===== src/rtl/spm_pkg.sv =====
// Shared types and helpers for the serial-parallel multiplier engine.
package spm_pkg;

    typedef enum logic [1:0] {
        IDLE  = 2'd0,
        CLEAR = 2'd1,
        RUN   = 2'd2,
        DONE  = 2'd3
    } spm_state_e;

    // Counter must reach N inclusive.
    function automatic int spm_cnt_w(input int n);
        return $clog2(n + 1);
    endfunction

endpackage


===== src/rtl/spm_cell.sv =====
// One bit cell of the carry-save chain; in neg mode it becomes a serial
// two's-complement negator (sticky flag held in the carry flop).
module spm_cell (
    input  logic clk,
    input  logic rst,
    input  logic clr,
    input  logic neg,
    input  logic x,
    input  logic y,
    input  logic sin,
    output logic sum
);

    logic       sum_q, sum_d;
    logic       c_q, c_d;
    logic       a;
    logic [1:0] tot;

    assign a   = x & y;
    assign sum = sum_q;

    always_comb begin
        tot   = {1'b0, a} + {1'b0, sin} + {1'b0, c_q};
        sum_d = tot[0];
        c_d   = tot[1];
        if (neg) begin
            sum_d = a ^ c_q;
            c_d   = c_q | a;
        end
        if (clr) begin
            sum_d = 1'b0;
            c_d   = 1'b0;
        end
    end

    always_ff @(posedge clk or posedge rst) begin
        if (rst) begin
            sum_q <= 1'b0;
            c_q   <= 1'b0;
        end else begin
            sum_q <= sum_d;
            c_q   <= c_d;
        end
    end

endmodule


===== src/rtl/spm_engine.sv =====
// Serial-parallel multiplier: y is fed LSB-first through an XW-cell
// carry-save chain and the serial product is collected into prod.
module spm_engine
    import spm_pkg::*;
#(
    parameter int XW = 32,
    parameter int YW = 32
) (
    input  logic               clk,
    input  logic               rst,
    input  logic               start,
    input  logic               tc,
    input  logic [XW-1:0]      x,
    input  logic [YW-1:0]      y,
    output logic               busy,
    output logic               done,
    output logic [XW+YW-1:0]   prod
);

    localparam int N  = XW + YW;
    localparam int CW = spm_cnt_w(N);

    spm_state_e    state_q, state_d;
    logic [XW-1:0] x_q, x_d;
    logic [YW-1:0] y_q, y_d;
    logic          tc_q, tc_d;
    logic [CW-1:0] cnt_q, cnt_d;
    logic [N-1:0]  sh_q, sh_d;
    logic [N-1:0]  prod_q, prod_d;
    logic          clr, run, ybit, p;
    logic [XW-1:0] s;

    assign ybit = run & y_q[0];
    assign p    = s[0];
    assign busy = (state_q == CLEAR) || (state_q == RUN);
    assign done = (state_q == DONE);
    assign prod = prod_q;

    for (genvar i = 0; i < XW; i++) begin : g_cell
        logic sin_i, neg_i;
        if (i == XW - 1) begin : g_top
            assign sin_i = 1'b0;
            assign neg_i = tc_q;
        end else begin : g_mid
            assign sin_i = s[i+1];
            assign neg_i = 1'b0;
        end
        spm_cell u_cell (
            .clk (clk),
            .rst (rst),
            .clr (clr),
            .neg (neg_i),
            .x   (x_q[i]),
            .y   (ybit),
            .sin (sin_i),
            .sum (s[i])
        );
    end

    always_comb begin
        state_d = state_q;
        x_d     = x_q;
        y_d     = y_q;
        tc_d    = tc_q;
        cnt_d   = cnt_q;
        sh_d    = sh_q;
        prod_d  = prod_q;
        clr     = 1'b0;
        run     = 1'b0;
        case (state_q)
            IDLE, DONE: begin
                if (start) begin
                    x_d     = x;
                    y_d     = y;
                    tc_d    = tc;
                    state_d = CLEAR;
                end else begin
                    state_d = IDLE;
                end
            end
            CLEAR: begin
                clr     = 1'b1;
                sh_d    = '0;
                cnt_d   = '0;
                state_d = RUN;
            end
            RUN: begin
                run   = 1'b1;
                // First capture is the cleared cell 0; it falls off the LSB end.
                sh_d  = {p, sh_q[N-1:1]};
                y_d   = {tc_q & y_q[YW-1], y_q[YW-1:1]};
                cnt_d = cnt_q + 1'b1;
                if (cnt_q == CW'(N)) begin
                    prod_d  = sh_d;
                    state_d = DONE;
                end
            end
            default: state_d = IDLE;
        endcase
    end

    always_ff @(posedge clk or posedge rst) begin
        if (rst) begin
            state_q <= IDLE;
            x_q     <= '0;
            y_q     <= '0;
            tc_q    <= 1'b0;
            cnt_q   <= '0;
            sh_q    <= '0;
            prod_q  <= '0;
        end else begin
            state_q <= state_d;
            x_q     <= x_d;
            y_q     <= y_d;
            tc_q    <= tc_d;
            cnt_q   <= cnt_d;
            sh_q    <= sh_d;
            prod_q  <= prod_d;
        end
    end

endmodule

===== config.mk =====
export PLATFORM = sky130hd
export DESIGN_NAME = spm_engine
export DESIGN_NICKNAME = d
export VERILOG_FILES = /design/src/rtl/spm_pkg.sv /design/src/rtl/spm_cell.sv /design/src/rtl/spm_engine.sv
export SDC_FILE = /design/constraint.sdc
export NUM_CORES = 1
export LEC_CHECK = 0
export ABC_AREA = 1
export BUFFER_PORTS_ARGS = -buffer_cell sky130_fd_sc_hd__buf_2
export CORE_MARGIN = 2
export CORE_UTILIZATION = 33
export DETAILED_ROUTE_END_ITERATION = 12
export PLACE_DENSITY = 0.58
export SYNTH_ARGS = -nofsm -noshare
export SYNTH_HDL_FRONTEND = slang
export SYNTH_SLANG_ARGS = --single-unit
export TNS_END_PERCENT = 50

===== constraint.sdc =====
create_clock -name clk -period 17.5 [get_ports clk]
set_clock_uncertainty 0.2 [all_clocks]
set_input_delay 0.875 -clock clk [delete_from_list [all_inputs] [get_ports clk]]
set_output_delay 0.875 -clock clk [all_outputs]
set_load 0.03 [all_outputs]

==> results of run 1 <==
==> cells by family (layout without fill, tap and decap cells) <==
family,count (synthesis),after routing,share of synthesized area
compound gates,166,166,0.0870
fa+ha+maj,38,38,0.0632
buf+inv,277,402,0.105
flops,265,265,0.591
mux,1,1,0.00100
other cells,0,1,0
simple gates,406,406,0.153
==> how the worst max path moves through the flow <==
stage          slack, ns  depth (start not counted)        to        from
3_5_place_dp       13.97                          7   y_q[13]  state_q[0]
2_1_floorplan       9.13                          1  cnt_q[0]         rst
4_1_cts            13.98                          7    y_q[5]  state_q[0]
5_1_grt            13.60                          7   y_q[25]  state_q[0]
3_3_place_gp       14.09                          6   y_q[31]  state_q[0]
6_report           14.01                          7   y_q[26]  state_q[0]
==> cells in the mapped netlist (all sizes together) <==
| library cell | n | area share |
|---|---|---|
| buf | 60 | 0.032 |
| clkbuf | 13 | 0.0044 |
| o211ai | 24 | 0.016 |
| nand4 | 64 | 0.036 |
| a211oi | 1 | 0.00067 |
| or2 | 1 | 0.00056 |
| mux2 | 1 | 0.0010 |
| nand2 | 190 | 0.064 |
| dfrtp | 265 | 0.59 |
| clkinv | 1 | 0.00033 |
| fa | 31 | 0.055 |
| a21oi | 35 | 0.016 |
| inv | 203 | 0.068 |
| nor2 | 137 | 0.046 |
| o21ai | 42 | 0.019 |
| nand3 | 14 | 0.0067 |
| o21bai | 1 | 0.00067 |
| o21a | 1 | 0.00067 |
| o22ai | 62 | 0.035 |
| ha | 7 | 0.0078 |
==> cell type report <==
class | count | area (um^2)
clock buffers | 40 | 858
fillers | 3420 | 20400
repair buffers | 143 | 741
diodes | 1 | 2.50
flip-flops and latches | 265 | 6630
inverters | 204 | 773
multi-input cells | 611 | 3440
well taps | 448 | 561
clock inverters | 15 | 146
==> per-stage QoR <==
stage / total power [uW] / utilization
4_1_cts: 1280 / 0.392
2_1_floorplan: 633 / -
3_5_place_dp: 645 / 0.362
6_report: 1260 / 0.392
3_3_place_gp: 645 / 0.362
5_1_grt: 1310 / 0.392
==> flip-flops by register name (all words and copies together) (netlist names) <==
signal	flops
x_q	32
g_cell.u_cell.sum	32
sh_q	63
prod	64
g_cell.u_cell.c_q	32
cnt_q	7
y_q	32
state_q	2
g_cell.neg_i	1
==> power by group <==
group / switching, uW / total [uW] / internal (uW) / leakage [uW]
clock network: 251 / 625 / 374 / 0.000503
logic: 14.4 / 20.0 / 5.58 / 0.00338
registers: 0 / 613 / 613 / 0.00336
total: 266 / 1260 / 992 / 0.00724
==> worst register-to-register path: stages, from the launching register on <==
cell	delay, ns
dfrtp_1	0.40
inv_1	0.10
ha_4	0.31
inv_2	0.05
nand2_2	0.84
nand2_2	0.99
o211ai_1	0.36
o21ai_1	0.10
==> routing by layer <==
layer | part of all wire | GRT usage | vias up
met5 | 0.00058 | 0 | -
met4 | 0.022 | 0.0322 | 2
met3 | 0.042 | 0.0238 | 34
met2 | 0.45 | 0.209 | 131
met1 | 0.48 | 0.180 | 3663
li1 | - | - | 3838
==> cells in the final DEF, fill, tap and decap left out, drive strengths merged, types with 2 or more instances in the layout <==
cell type  count
o22ai         62
clkbuf        40
inv          205
nor2         137
dfrtp        265
buf          143
bufinv         2
nand2        190
clkinv        11
o211ai        24
ha             7
nand3         14
o21ai         42
nand4         64
a21oi         35
fa            31
==> metrics, run 1 <==
crit path cell chain=inv_1 -> ha_4 -> inv_2 -> nand2_2 -> nand2_2 -> o211ai_1 -> o21ai_1; GRT Overall Usage=0.129; worst reg2reg path endpoint=y_q[26]; RR Startpoint=state_q[0]; final WL=roughly 22 mm; Synth Register Bits=265; WS Path Type=reg2reg; share of cells above drive strength 1=0.163; Worst Setup Slack, final=between 10 and 15 ns; minimum period implied by the final worst setup slack=3.49 ns; CP Max Fanout=65; crit end category=flop; via count=7668; WP buf/inv=2; Slew Viols, Final=0; CP Data Required Time=17.68 ns; clk sinks=265; CTS resizes=0; clock slew at reported path FFs=0.06 ns; Final period util=0.199; ANT nets after route=0; DP HPWL=13.1 mm; worst-skew pair later-pin latency=0.55 ns; post-synth net total=1259; Initial Util=0.334; tightest hold margin=0.262 ns; Worst EP arrival=3.67 ns; Mapped Area=11200 um^2; GP Congestion=about 0.7; Final TNS setup=0 ns; DR iter-0 viols=457; syn avg cell area=9.72 um^2; P_leak=a little over 0.007 uW; Layout Area Growth over Synthesis=17.3%; largest net degree at the start of global routing=133; Hold Buf Count CTS=0; Final Non-Filler Cells=between 1.5k and 2k; critical path's top delay family=simple AND/OR/NAND/NOR gates; sequential area share after synthesis=0.591; Hold EP=prod[13]; drt first pass iters=4; min-delay src=prod[13]; unrepaired setup endpoints after global routing=no; final hold viol count=0; post-CTS setup buffers=0; WHS Path Cells=2; Wirelength per Cell=12.9 um; Overflow after GRT=0; peak per-stage delay on the critical path=0.99 ns; Nets=1361; io pins=134; drt via density=4.44; CP max-delay cell=nand2_2; CORE AREA=33500 um^2; PwrDens=around 96 nW/um^2; DRC=0; placed insts=1671; Slew HR=0.191; Post-Synthesis Cells=about 1.2k; total CTS buffers=30; worst slack at placement=13.97 ns; r2r setup slk=14.01 ns; die extent in x=188 um; die area=about 35000 um^2; Cell Rows=67; synth warn=0; initial antenna violation count=2; final instance area=~13000 um^2; clock tree from TritonCTS=done; Fmax achieved=0.286 GHz; area post-placement=~12000 um^2; Max-Cap Viols=0; status=finished, final reports clean; Least-Margin Pin Slew=1.21 ns; R2R depth=7; Synth cell types=27; Port Buffers=133; most frequent cell on the critical path=nand2_2; H-tree level count=1; CTS Buffer Depth=3; root buffer cell=clkbuf_16; class of the most critical hold timing path=reg2reg; VDD IR-drop max=0.0669 mV; CP startpoint kind=flop; first-pass GRT wire length=around 39 mm; die height=188 um; vias in the first global route=7736; # setup viols final=0
Power figures use the tool's default switching activity.
==> inputs of run 2 (changes only) <==
PLACE_DENSITY = 0.6   (was 0.58)
clock period = 2.8 ns   (was 17.5 ns; I/O delays follow)
==> run 2 against run 1 <==
Compared with the run above:
- cell area is 6.2% higher
- die area stayed put
- sequential share of layout area is 2.9 points lower
- first-iteration DRC count is 19% lower
- critical endpoint is now busy
- largest power group unchanged
==> metrics, run 2 (synthesis results as in run 1) <==
WHS Path Cells=5; drt via density=4.46; # fillers=3237; CORE AREA=between 30000 and 40000 um^2; Slew HR=0.525; RR Startpoint=state_q[0]; CP startpoint kind=flop; CTS Buffer Depth=3; area post-placement=about 12000 um^2; peak per-stage delay on the critical path=between 0.5 and 0.6 ns; DP HPWL=13.8 mm; status=finished, final reports clean; drt first pass iters=4; final WL=23.1 mm; PwrDens=576 nW/um^2; clock slew at reported path FFs=0.06 ns; Hold EP=x_q[15]; Initial Util=0.334; Fmax achieved=0.383 GHz; WS Path Type=reg2out; Port Buffers=133; Overflow after GRT=0; Final TNS setup=0 ns; r2r setup slk=0.52 ns; Slew Viols, Final=0; final hold viol count=0; H-tree level count=1; initial antenna violation count=0; minimum period implied by the final worst setup slack=2.61 ns; crit path cell chain=inv_1 -> ha_4 -> inv_2 -> buf_4 -> buf_2; Largest register FFs=64; Final period util=0.933; class of the most critical hold timing path=in2reg; GRT Overall Usage=0.134; worst-skew pair later-pin latency=around 0.55 ns; Layout Area Growth over Synthesis=24.6%; unrepaired setup endpoints after global routing=no; VDD IR-drop max=roughly 0.43 mV; DR iter-0 viols=369; Max-Cap Viols=0; total CTS buffers=31; clk sinks=265; Multi-input gate area=3440 um^2; die area=35500 um^2; Worst EP arrival=2.27 ns; Critical Path Start=state_q[0]; die height=about 190 um; GP Congestion=0.775; Least-Margin Pin Slew=0.713 ns; Antenna Cells=0; R2R depth=8; die extent in x=188 um; CP max-delay cell=buf_4; via count=8040; final instance area=approximately 14000 um^2; io pins=134; min-delay src=start; Reg area=6630 um^2; clock tree from TritonCTS=done; ANT nets after route=0; P_leak=0.00759 uW; DRC=0; CP Data Required Time=2.46 ns; vias in the first global route=8095; most common cell after layout, fill and taps aside=dfrtp_1; worst reg2reg path endpoint=cnt_q[4]; crit end category=output pin; Wirelength per Cell=12.8 um; largest net degree at the start of global routing=slightly below 80; root buffer cell=clkbuf_16; # setup viols final=0; CP Max Fanout=69; final core occ=0.417; share of cells above drive strength 1=0.162; first-pass GRT wire length=40.0 mm; most frequent cells in the layout=dfrtp_1, inv_1, nand2_1, nor2_1, buf_2; Cell Rows=67; CTS resizes=0; Hold Buf Count CTS=67; post-CTS setup buffers=0; Nets=1440
run 2: changes by cell type in the layout (fill, tap and decap cells not counted), sizes merged, moves of 3 or more:
cell,delta
clkinvlp,+3
buf,+11
dlygate4sd3,+67
clkinv,-3
run 2: where the power goes:
| part | total [uW] | internal, uW | switching [uW] |
|---|---|---|---|
| Sequential | 3830 | 3830 | 0 |
| Clock | 4010 | 2450 | 1560 |
| Combinational | 209 | 102 | 106 |
| Total | 8050 | 6380 | 1670 |
run 2: cell type report:
class / count / area share
Multi-Input combinational cell: 611 / 0.246
Clock buffer: 39 / 0.0620
Tap cell: 448 / 0.0401
Timing Repair Buffer: 221 / 0.110
Clock inverter: 15 / 0.0121
Inverter: 204 / 0.0551
Sequential cell: 265 / 0.475
run 2: how the worst max path moves through the flow:
stage	end	slack, ns
detailed placement	cnt_q[4]	0.49
floorplan	cnt_q[0]	-1.04
CTS	busy	0.15
finish	busy	0.19
global route	busy	0.06
global placement	cnt_q[4]	0.58
run 2: per-layer routing:
metal | global-route usage | up-vias | wire length (um)
met4 | 0.0379 | 0 | 649
met1 | 0.190 | 3840 | 11100
met2 | 0.213 | 156 | 10500
met5 | 0 | - | 0
li1 | - | 3993 | -
met3 | 0.0203 | 51 | 880
run 2: metrics by stage:
step	worst slack, ns	instances	total power (uW)	hold slack (ns)
2_1_floorplan	-1.04	1153	3960	0.0904
3_5_place_dp	0.488	1682	4040	0.00357
4_1_cts	0.148	1803	8190	0.0161
3_3_place_gp	0.580	1682	4040	0.00223
6_report	0.187	1803	8050	0.0390
5_1_grt	0.0582	1803	8370	0.0825
run 2: worst max-delay path, delay by kind of cell (launching register included):
family / cells / cell delay [ns]
buffers and inverters: 4 / 1.03
adder cells (fa/ha/maj): 1 / 0.27
flip-flops: 1 / 0.40
